## config.mk

```make
export PLATFORM = sky130hd
export DESIGN_NAME = ahbl_uart_rx
export DESIGN_NICKNAME = d
export VERILOG_FILES = /design/src/rtl/ahbl_uart_rx.sv
export SDC_FILE = /design/constraint.sdc
export NUM_CORES = 1
export LEC_CHECK = 0
export CAP_MARGIN = 25
export CORE_ASPECT_RATIO = 1.1
export CORE_MARGIN = 4
export CORE_UTILIZATION = 50
export DETAILED_ROUTE_END_ITERATION = 10
export PLACE_DENSITY = 0.77
export SLEW_MARGIN = 20
export SYNTH_ARGS = -nofsm -noshare
export SYNTH_HDL_FRONTEND = slang
export SYNTH_SLANG_ARGS = --single-unit
```

## constraint.sdc

```tcl
create_clock -name HCLK -period 6.56 [get_ports HCLK]
set_input_delay 0.984 -clock HCLK [delete_from_list [all_inputs] [get_ports HCLK]]
set_output_delay 0.984 -clock HCLK [all_outputs]
set_load 0.03 [all_outputs]
```

## src/rtl/ahbl_uart_rx.sv

```systemverilog
// AHB-Lite 8N1 UART receiver: 16x oversampling, receive FIFO, status flags, interrupt.
// Define UART_RX_PARITY_EN to add an even-parity bit between the data bits and the stop bit.
module ahbl_uart_rx #(
    parameter int          FIFO_DEPTH       = 16,
    parameter logic [15:0] DEFAULT_PRESCALE = 16'd27
) (
    input  logic        HCLK,
    input  logic        HRESET,
    input  logic        HSEL,
    input  logic [31:0] HADDR,
    input  logic [1:0]  HTRANS,
    input  logic [2:0]  HSIZE,
    input  logic        HWRITE,
    input  logic        HREADY,
    input  logic [31:0] HWDATA,
    output logic        HREADYOUT,
    output logic [31:0] HRDATA,
    input  logic        rx,
    output logic        irq
);
    localparam int AW = $clog2(FIFO_DEPTH);

`ifdef UART_RX_PARITY_EN
    typedef enum logic [2:0] {S_IDLE, S_START, S_DATA, S_PARITY, S_STOP} state_t;
`else
    typedef enum logic [2:0] {S_IDLE, S_START, S_DATA, S_STOP} state_t;
`endif

    logic          ap_wr, ap_rd;
    logic [1:0]    ap_idx;
    logic          rx_m, rx_s, rx_d, fall;
    logic [15:0]   prescale, pcnt, pval;
    logic          tick;
    logic          en, ie, ovr, fe, pe;
    state_t        st, st_n;
    logic [3:0]    tcnt, tcnt_n;
    logic [2:0]    bcnt, bcnt_n;
    logic [7:0]    sh, sh_n;
    logic          push, fe_set, pe_set;
    logic [7:0]    mem [FIFO_DEPTH];
    logic [AW:0]   wptr, rptr;
    logic          empty, full, pop, push_ok, ovr_set;
    logic          wr_stat, wr_pre, wr_ctrl, rd_data, flush;
    logic          unused_bits;

    assign unused_bits = ^{HSIZE, HADDR[31:4], HADDR[1:0], HWDATA[31:16], HTRANS[0]};
    assign HREADYOUT = 1'b1;

    always_ff @(posedge HCLK or posedge HRESET) begin
        if (HRESET) begin
            ap_wr  <= 1'b0;
            ap_rd  <= 1'b0;
            ap_idx <= 2'd0;
        end else begin
            ap_wr <= HSEL & HREADY & HTRANS[1] & HWRITE;
            ap_rd <= HSEL & HREADY & HTRANS[1] & ~HWRITE;
            if (HSEL & HREADY & HTRANS[1]) ap_idx <= HADDR[3:2];
        end
    end

    assign wr_stat = ap_wr && ap_idx == 2'd1;
    assign wr_pre  = ap_wr && ap_idx == 2'd2;
    assign wr_ctrl = ap_wr && ap_idx == 2'd3;
    assign rd_data = ap_rd && ap_idx == 2'd0;
    assign flush   = wr_ctrl & HWDATA[1];

    assign empty   = wptr == rptr;
    assign full    = (wptr[AW] != rptr[AW]) && (wptr[AW-1:0] == rptr[AW-1:0]);
    assign pop     = rd_data & ~empty;
    // A full FIFO still accepts a byte when a pop frees a slot in the same cycle.
    assign push_ok = push & (~full | pop);
    assign ovr_set = push & full & ~pop & ~flush;

    always_comb begin
        HRDATA = 32'd0;
        if (ap_rd) begin
            unique case (ap_idx)
                2'd0: if (!empty) HRDATA = {23'd0, 1'b1, mem[rptr[AW-1:0]]};
                2'd1: HRDATA = {27'd0, pe, fe, ovr, full, ~empty};
                2'd2: HRDATA = {16'd0, prescale};
                2'd3: HRDATA = {29'd0, ie, 1'b0, en};
            endcase
        end
    end

    always_ff @(posedge HCLK or posedge HRESET) begin
        if (HRESET) begin
            rx_m <= 1'b1;
            rx_s <= 1'b1;
            rx_d <= 1'b1;
        end else begin
            rx_m <= rx;
            rx_s <= rx_m;
            rx_d <= rx_s;
        end
    end
    assign fall = rx_d & ~rx_s;

    assign pval = (prescale == 16'd0) ? 16'd1 : prescale;
    assign tick = pcnt == pval - 16'd1;

    always_ff @(posedge HCLK or posedge HRESET) begin
        if (HRESET) begin
            prescale <= DEFAULT_PRESCALE;
            pcnt     <= 16'd0;
        end else if (wr_pre) begin
            prescale <= HWDATA[15:0];
            pcnt     <= 16'd0;
        end else begin
            pcnt <= tick ? 16'd0 : pcnt + 16'd1;
        end
    end

`ifdef UART_RX_PARITY_EN
    logic perr, perr_n;
    always_ff @(posedge HCLK or posedge HRESET) begin
        if (HRESET) perr <= 1'b0;
        else        perr <= perr_n;
    end
`endif

    always_ff @(posedge HCLK or posedge HRESET) begin
        if (HRESET) begin
            st   <= S_IDLE;
            tcnt <= 4'd0;
            bcnt <= 3'd0;
            sh   <= 8'd0;
        end else begin
            st   <= st_n;
            tcnt <= tcnt_n;
            bcnt <= bcnt_n;
            sh   <= sh_n;
        end
    end

    always_comb begin
        st_n   = st;
        tcnt_n = tcnt;
        bcnt_n = bcnt;
        sh_n   = sh;
        push   = 1'b0;
        fe_set = 1'b0;
        pe_set = 1'b0;
`ifdef UART_RX_PARITY_EN
        perr_n = perr;
`endif
        if (!en) begin
            st_n = S_IDLE;
        end else begin
            unique case (st)
                S_IDLE: if (fall) begin
                    st_n   = S_START;
                    tcnt_n = 4'd0;
                end
                S_START: if (tick) begin
                    tcnt_n = tcnt + 4'd1;
                    if (tcnt == 4'd7) begin
                        tcnt_n = 4'd0;
                        bcnt_n = 3'd0;
                        st_n   = rx_s ? S_IDLE : S_DATA;
`ifdef UART_RX_PARITY_EN
                        perr_n = 1'b0;
`endif
                    end
                end
                S_DATA: if (tick) begin
                    tcnt_n = tcnt + 4'd1;
                    if (tcnt == 4'd15) begin
                        sh_n   = {rx_s, sh[7:1]};
                        bcnt_n = bcnt + 3'd1;
`ifdef UART_RX_PARITY_EN
                        if (bcnt == 3'd7) st_n = S_PARITY;
`else
                        if (bcnt == 3'd7) st_n = S_STOP;
`endif
                    end
                end
`ifdef UART_RX_PARITY_EN
                S_PARITY: if (tick) begin
                    tcnt_n = tcnt + 4'd1;
                    if (tcnt == 4'd15) begin
                        st_n = S_STOP;
                        if (^{sh, rx_s}) begin
                            pe_set = 1'b1;
                            perr_n = 1'b1;
                        end
                    end
                end
`endif
                S_STOP: if (tick) begin
                    tcnt_n = tcnt + 4'd1;
                    if (tcnt == 4'd15) begin
                        st_n = S_IDLE;
                        if (rx_s) begin
`ifdef UART_RX_PARITY_EN
                            push = ~perr;
`else
                            push = 1'b1;
`endif
                        end else begin
                            fe_set = 1'b1;
                        end
                    end
                end
                default: st_n = S_IDLE;
            endcase
        end
    end

    always_ff @(posedge HCLK or posedge HRESET) begin
        if (HRESET) begin
            wptr <= '0;
            rptr <= '0;
        end else if (flush) begin
            wptr <= '0;
            rptr <= '0;
        end else begin
            if (pop)     rptr <= rptr + 1'b1;
            if (push_ok) wptr <= wptr + 1'b1;
        end
    end

    always_ff @(posedge HCLK) begin
        if (push_ok && !flush) mem[wptr[AW-1:0]] <= sh;
    end

`ifdef UART_RX_PARITY_EN
    always_ff @(posedge HCLK or posedge HRESET) begin
        if (HRESET) pe <= 1'b0;
        else        pe <= pe_set | (pe & ~(wr_stat & HWDATA[4]));
    end
`else
    assign pe = 1'b0;
    logic unused_pe;
    assign unused_pe = pe_set;
`endif

    // Flag set takes priority over a simultaneous write-1-to-clear.
    always_ff @(posedge HCLK or posedge HRESET) begin
        if (HRESET) begin
            ovr <= 1'b0;
            fe  <= 1'b0;
            en  <= 1'b0;
            ie  <= 1'b0;
            irq <= 1'b0;
        end else begin
            ovr <= ovr_set | (ovr & ~(wr_stat & HWDATA[2]));
            fe  <= fe_set | (fe & ~(wr_stat & HWDATA[3]));
            if (wr_ctrl) begin
                en <= HWDATA[0];
                ie <= HWDATA[2];
            end
            irq <= ie & (~empty | ovr | fe | pe);
        end
    end
endmodule

```

# [Word-level counts from Yosys, hierarchy flattened]
# Memories as Yosys holds them, arrays and structs flattened.
# Index checks and enable logic that the tools add are counted.
[word_totals] latchBits=0 ff_bits=72 memories=1 ram_bits=128 word_cells=144 out_inout_bits=34 mem_bits_ro=0
[classes] n_mux=43 add_sub_neg=6 bitwise_logic=29 n_mul=0 eq_ne=27 div_mod_pow=0 magnitude_cmp=0 shift=0 reduce_logical=19
[memory_table] memory="mem" depth=16 word_bits=8 read_ports=1 rd_ports_with_merged_regs=0 write_ports=1 line_no="40" text="logic [7:0] mem [FIFO_DEPTH];"
[op_table] cell="$pmux 32 s4" count=1
[op_table] cell="$mux 16" count=3
[op_table] cell="$mux 3" count=13
[op_table] cell="$mux 32" count=1
[op_table] cell="$ne 3x3->1 const B" count=8
[op_table] cell="$mux 5" count=4
[op_table] cell="$add 16x1->16 const B" count=1
[op_table] cell="$and 1x1->1" count=16
[op_table] cell="$eq 16x16->1" count=1
[op_table] cell="$logic_not 16->1" count=1
[op_table] cell="$mux 4" count=4
[op_table] cell="$sub 16x1->16 const B" count=1
[op_table] cell="$mux 1" count=12
[op_table] cell="$pmux 3 s4" count=1
[op_table] cell="$pmux 4 s3" count=1
[op_table] cell="$add 5x1->5 const B" count=2
[op_table] cell="$ne 2x2->1 const B" count=5
[op_table] cell="$mux 9" count=1
[op_table] cell="$not 1->1" count=8
[op_table] cell="$reduce_and 8->1" count=1
[op_table] cell="$eq 3x2->1 const B" count=2
[op_table] cell="$logic_and 1x1->1" count=6
[op_table] cell="$pmux 3 s2" count=1
[op_table] cell="$reduce_and 6->1" count=1
[op_table] cell="22 further kinds" count=29

# [Longest topological paths before layout]
# Gate-level depths: netlist (run 1).
[logic_depth] depth_word=11 mapped_depth=15

# [Worst setup path after synthesis (run 1)]
# OpenSTA, ideal clock, no wires.
[synth_path] path_kind="register -> register" from="register prescale[10]" to="memory mem[10][0] (enable)" synth_period_minus_slack_ns=4.191 setup_slack_ns=2.369 path_stages_with_launch=14 t_required_ns=6.162 n_path_buf=2 t_arrival_ns=3.793 cell_sequence="dfrtp_1 -> clkbuf_1 -> nor4_2 -> and4_1 -> a21oi_1 -> ha_1 -> nor3b_1 -> nand2_1 -> nor4_1 -> a31oi_1 -> nor3_1 -> nand4_2 -> buf_2 -> nor4b_1"
[synth_via] elab_chain_cells=11
[synth_lines] element="start: declaration" line_no="32" text="logic [15:0] prescale, pcnt, pval;"
[synth_lines] element="start signal: assignment" line_no="107" text="prescale <= HWDATA[15:0];"
[synth_lines] element="$logic_not 16->1" line_no="99" text="assign pval = (prescale == 16'd0) ? 16'd1 : prescale;"
[synth_lines] element="$mux 16 *" line_no="99"
[synth_lines] element="$sub 16x1->16 *" line_no="100" text="assign tick = pcnt == pval - 16'd1;"
[synth_lines] element="$eq 16x16->1 *" line_no="100"
[synth_lines] element="$mux 1 *" line_no="190" text="S_STOP: if (tick) begin"
[synth_lines] element="$mux 1 *" line_no="150" text="unique case (st)"
[synth_lines] element="$mux 1 *" line_no="147" text="if (!en) begin"
[synth_lines] element="$and 1x1->1 *" line_no="71" text="assign push_ok = push & (~full | pop);"
[synth_lines] element="$logic_and 1x1->1 *" line_no="224" text="if (push_ok && !flush) mem[wptr[AW-1:0]] <= sh;"
[synth_lines] element="$mux 1 *" line_no="224"
[synth_lines] element="$mux 1 (not written as such) *" line_no="224"
[synth_lines] element="end: declaration" line_no="40"
# Mark *: on every way between the ends. The rest lies on a longest branch, timed or not.

# [Worst setup path after layout (run 1)]
[layout_path] from="register prescale[4]" to="memory mem[1][6] (enable)"
# The elaborated chain is that of the path after synthesis.

==> results_dict.tcl, run 1 <==
set metrics [dict create \
    synth_area_per_cell_um2 14.2 \
    cp.required_ps 6620 \
    grt_pass1_vias 5577 \
    hold_start "rx_m$_DFF_PP1_" \
    rsz0062_at_grt "no" \
    antenna_found_initial 0 \
    worstPathMaxFanout 16 \
    diodes 0 \
    h-tree-depth 4 \
    final_net_count 776 \
    outcome "complete, no violations" \
    io_pins 109 \
    vias 5608 \
    ir_drop_mv 0.228 \
    core_area_um2 18300 \
    grt-ovfl-total 0 \
    first_iter_violations 626 \
    grt_start_max_net_pins 72 \
    whs_ps 358 \
    clock.fmax_ghz 0.204 \
    cts_max_path_buffers 2 \
    min_period_ps 4890 \
    clk_latency_ps 440 \
    crit_arrival_ps 4950 \
    critPathLaunchType "register" \
    yosys_warnings 0 \
    syn_inst 655 \
    start_util 0.507 \
    ys.flop_type "edfxtp_1" \
    clockRootBuffer "clkbuf_16" \
    grt_usage 0.193 \
    die_y_um 151 \
    dieArea_um2 20800 \
    drive_above_1_share 0.199 \
    cts_setup_buffers 0 \
    finalClockSkew_ps 11.6 \
    synth_seq_area_share 0.605 \
    drv_slew 0 \
    area_growth_syn_to_layout_pct 13.8 \
    worst-path-buf-inv 0 \
    post-dp-hpwl_um 13000 \
    endpoint_kind "register" \
    drtAntennaViolNets 0 \
    ys_ff_latch 199 \
    clkTransAtPathRegs_ps 80 \
    async_reset_ff_frac 0.357 \
    clock_sinks 199 \
    post-route-period-util 0.746 \
    cts_resized 0 \
    cts_buffers 17 \
    gp_congestion 0.895 \
    synth-edff-count 128 \
    dp.cells 914 \
    cp-startpoint "prescale[4]$_DFFE_PP1P_" \
    worstHoldPathType "register to register" \
    critical_path_class "register to register" \
    firstDrtPassIters 7 \
    die_w_um 138 \
    grt_pass1_wl_um 31000 \
    regToRegStartpoint "prescale[4]$_DFFE_PP1P_" \
    port_buffers 41 \
    totalPowerFinal_mw 3.38 \
    cp_top_family "simple AND/OR/NAND/NOR gates" \
    setup_viol 0 \
    wire_per_inst_um 20.9 \
    p_leak_nw 4.13 \
    drc 0 \
    cap_viol_max_count 0 \
    syn_area_um2 9300 \
    routed_via_density 5.92 \
    finalSetupTns_ps 0 \
    hold_viol 0 \
    crit_path_cell_trace "nor4_4, and4_1, a21oi_1, ha_1, nor3b_1, nand4_1, xnor2_1, o311ai_1, nor3_1, nand4_2, nor2_1" \
    relSlewSlack 0.291 \
    utilization 0.577 \
    final_common_cell "edfxtp_1" \
    cp_slowest_cell "nor2_1" \
    postCtsHoldBufs 0 \
    layout_common_cells "edfxtp_1 (128), dfrtp_1 (63), nor2_1 (56)" \
    power_density_nw_per_um2 320 \
    stdcell_count 947 \
    routed_wirelength_um 19800 \
    crit_path_max_incr_delay_ps 990 \
    worstMarginPinSlew_ps 1060 \
    cts_tree "yes" \
    num_rows 52 \
    yosysUniqueCellTypes 62 \
]
## synth_stat cells (all sizes together), types with 4 or more instances
master,number,area (um^2)
edfxtp,128,3840
dfrtp,64,1600
nor2,56,210
mux4,40,901
mux2,31,379
nand3,29,145
nand2,28,105
buf,26,183
xnor2,25,219
clkbuf,24,91.3
and3,18,118
inv,17,63.8
xor2,15,131
nor3,13,65.1
a21oi,12,60.1
nand4,12,93.8
o21ai,12,60.1
ha,10,125
mux2i,8,80.1
nor4,8,92.6
dfstp,7,184
nor4b,7,61.3
a31oi,6,37.5
nand2b,6,37.5
or3,4,25.0
## final cells by class
cell class	instances	area, um^2
fillers	1397	7770
flip-flops and latches	199	5630
multi-input cells	404	3450
repair buffers	52	510
clock buffers	17	425
well taps	243	304
clock inverters	15	191
inverters	17	63.8
## state kept, by name, summed over array words and instances, names as in the netlist, 2 cells and up
register	cells
bcnt	3
ap_idx	2
tcnt	4
sh	8
pcnt	16
prescale	16
wptr	5
mem	128
rptr	5
st	2
## per-stage QoR
stage | instance area (um^2) | worst slack [ps]
after floorplan | 9360 | 2370
after global placement | 9910 | 1750
after detailed placement | 9940 | 1710
after CTS | 10600 | 1690
after global routing | 10600 | 1330
final | 10600 | 1670
## report_power, final
part	switching (mW)	total, mW	internal, mW
Clock	0.511	1.06	0.553
Combinational	0.315	0.674	0.360
Sequential	0.232	1.65	1.41
Total	1.06	3.38	2.33
## final timing paths
| check | endpoint | slack [ps] | cells after the start |
|---|---|---|---|
| setup / recovery | mem[1][6]$_DFFE_PP_ | 1670 | 11 |
| hold / removal | rx_s$_DFF_PP1_ | 360 | 0 |
| setup reg to reg | mem[1][6]$_DFFE_PP_ | 1670 | 11 |
| hold reg to reg | rx_s$_DFF_PP1_ | 360 | 0 |
| max in group asynchronous | prescale[4]$_DFFE_PP1P_ | 5070 | 4 |
| min in group asynchronous | st[0]$_DFFE_PP0P_ | 870 | 3 |
## kinds of logic after synthesis
group / after synthesis / synth area share
and+or+nand+nor: 200 / 0.118
DFF: 199 / 0.605
muxes: 79 / 0.146
buffers and inverters: 67 / 0.0363
AOI/OAI and AO/OA: 58 / 0.0420
xor gates and xnor gates: 40 / 0.0377
adders and majority gates: 10 / 0.0135
other: 2 / 0.000808
## metal layers
metal,track usage,vias to the layer above,wire [um]
met1,0.246,2864,8010
met5,0,-,0
met4,0.0603,0,404
li1,-,2524,-
met3,0.0464,23,1100
met2,0.332,197,10300
Power figures use the tool's default switching activity.
==> inputs of run 2 (changes only) <==
PLACE_DENSITY = 0.79   (was 0.77)
clock period = 4.5 ns   (was 6.56 ns; I/O delays follow)
==> run 2 against run 1 <==
Net effect: sequential power rose by 45%; worst setup slack worse by 1500 ps; worst hold slack got worse by 1.5 ps; global-route usage fell by 0.065 points; clock skew is 3.0 ps higher; first-iteration DRC count decreased by 4.2%; clock power is 36% higher; sequential share of layout area grew 0.050 points; design area about the same; via count increased by 1.3%; combinational power increased by 50%; critical path type is now register to output port.
==> results_dict.tcl, run 2 (same netlist as run 1, synthesis figures left out) <==
set metrics [dict create \
    drive_above_1_share 0.206 \
    worstHoldPathType "register to register" \
    grt_usage 0.193 \
    grt_start_max_net_pins 48 \
    worstPathMaxFanout 20 \
    multiInputGateArea_um2 3430 \
    firstDrtPassIters 5 \
    drv_slew 0 \
    post-route-period-util 0.953 \
    final_common_cell "edfxtp_1" \
    cts_max_path_buffers 2 \
    drtAntennaViolNets 0 \
    grt_pass1_vias 5617 \
    critPathLaunchType "register" \
    wl_met1_um 8100 \
    critical_path_class "register to output port" \
    crit_arrival_ps 3610 \
    clock_sinks 199 \
    post-dp-hpwl_um 13500 \
    gp_congestion 0.906 \
    outcome "complete, no violations" \
    dp.cells 928 \
    maxUsedRoutingLayer "met4" \
    routed_via_density 5.92 \
    start_util 0.507 \
    first_iter_violations 600 \
    vias 5682 \
    largest_reg_flops 128 \
    drc 0 \
    core_area_um2 18300 \
    antenna_found_initial 0 \
    power_density_nw_per_um2 458 \
    layout_common_cells "edfxtp_1 (128), dfrtp_1 (63), nor2_1 (56)" \
    fillers 1384 \
    clock.fmax_ghz 0.233 \
    finalSetupTns_ps 0 \
    finalClockSkew_ps 14.5 \
    cts_tree "yes" \
    io_pins 109 \
    grt-ovfl-total 0 \
    worstMarginPinSlew_ps 861 \
    final-seq-area_um2 5630 \
    setup_viol 0 \
    diodes 0 \
    h-tree-depth 4 \
    cts_buffers 17 \
    setup_ws_ps 214 \
    postLayoutCellArea_um2 10600 \
    postCtsHoldBufs 0 \
    final_net_count 789 \
    clkTransAtPathRegs_ps 70 \
    stdcell_count 960 \
    clockRootBuffer "clkbuf_16" \
    cp.required_ps 3830 \
    ir_drop_mv 0.369 \
    hold_viol 0 \
    cap_viol_max_count 0 \
    wire_per_inst_um 20.6 \
    wl_met2_um 10300 \
    dp_slack_ps 174 \
    routed_wirelength_um 19700 \
    clk_latency_ps 430 \
    dr_wl_met3_um 1000 \
    endpoint_kind "output port" \
    min_period_ps 4290 \
    grt_pass1_wl_um 31600 \
    totalPowerFinal_mw 4.84 \
    area_growth_syn_to_layout_pct 13.7 \
    p_leak_nw 4.16 \
    relSlewSlack 0.426 \
    die_w_um 138 \
    rsz0062_at_grt "no" \
    dpl_cell_area_um2 10000 \
    port_buffers 41 \
    die_y_um 151 \
    num_rows 52 \
    dieArea_um2 20800 \
]
run 2: cell count changes in the layout (fill, tap and decap cells not counted), moves of 2 or more:
cell	before	now
buf_4	9	24
clkinv_8	3	0
nor4b_4	2	0
inv_6	1	3
clkinv_1	0	3
run 2: area by class of cell:
type | count | area share
clock buffer | 17 | 0.0402
multi-input combinational | 404 | 0.324
clock inverter | 15 | 0.0122
tap | 243 | 0.0288
sequential | 199 | 0.533
inverter | 17 | 0.00616
timing repair buffer | 65 | 0.0559
run 2: per-layer routing:
layer / vias up / track usage
met1: 2934 / 0.247
met3: 28 / 0.0423
met2: 174 / 0.337
met4: 0 / 0.0494
met5: - / 0
li1: 2546 / -
run 2: stage by stage:
stage,hold slack [ps],utilization
4_1_cts,357,0.576
3_3_place_gp,348,0.546
3_5_place_dp,347,0.546
6_report,357,0.576
5_1_grt,357,0.576
2_1_floorplan,345,-
run 2: critical path, stage by stage, from the launching register on:
cell	delay, ps
dfrtp_2	800
buf_4	400
mux4_2	590
mux4_2	510
a32o_1	280
clkdlybuf4s50_1	590
run 2: power breakdown:
part           switching, mW  internal (mW)  total (mW)
Sequential             0.329           2.06        2.39
Clock                  0.708          0.730        1.44
Combinational          0.481          0.527        1.01
run 2: final timing paths:
path	startpoint	endpoint	slack (ps)	cells after the start
max in group asynchronous	HRESET	pcnt[10]$_DFF_PP0_	2950	3
worst max register to register	prescale[4]$_DFFE_PP1P_	mem[12][4]$_DFFE_PP_	400	13
worst min register to register	rx_m$_DFF_PP1_	rx_s$_DFF_PP1_	360	0
min in group asynchronous	HRESET	tcnt[2]$_DFFE_PP0P_	700	2
worst max-delay path	rptr[0]$_DFFE_PP0P_	HRDATA[5]	210	5
worst min-delay path	rx_m$_DFF_PP1_	rx_s$_DFF_PP1_	360	0
run 2: repair_timing:
item / 4_1_cts / 5_1_grt
endpoints found under the setup margin: 0 / 68
setup buffers: 0 / 0
gates resized for setup: 0 / 1
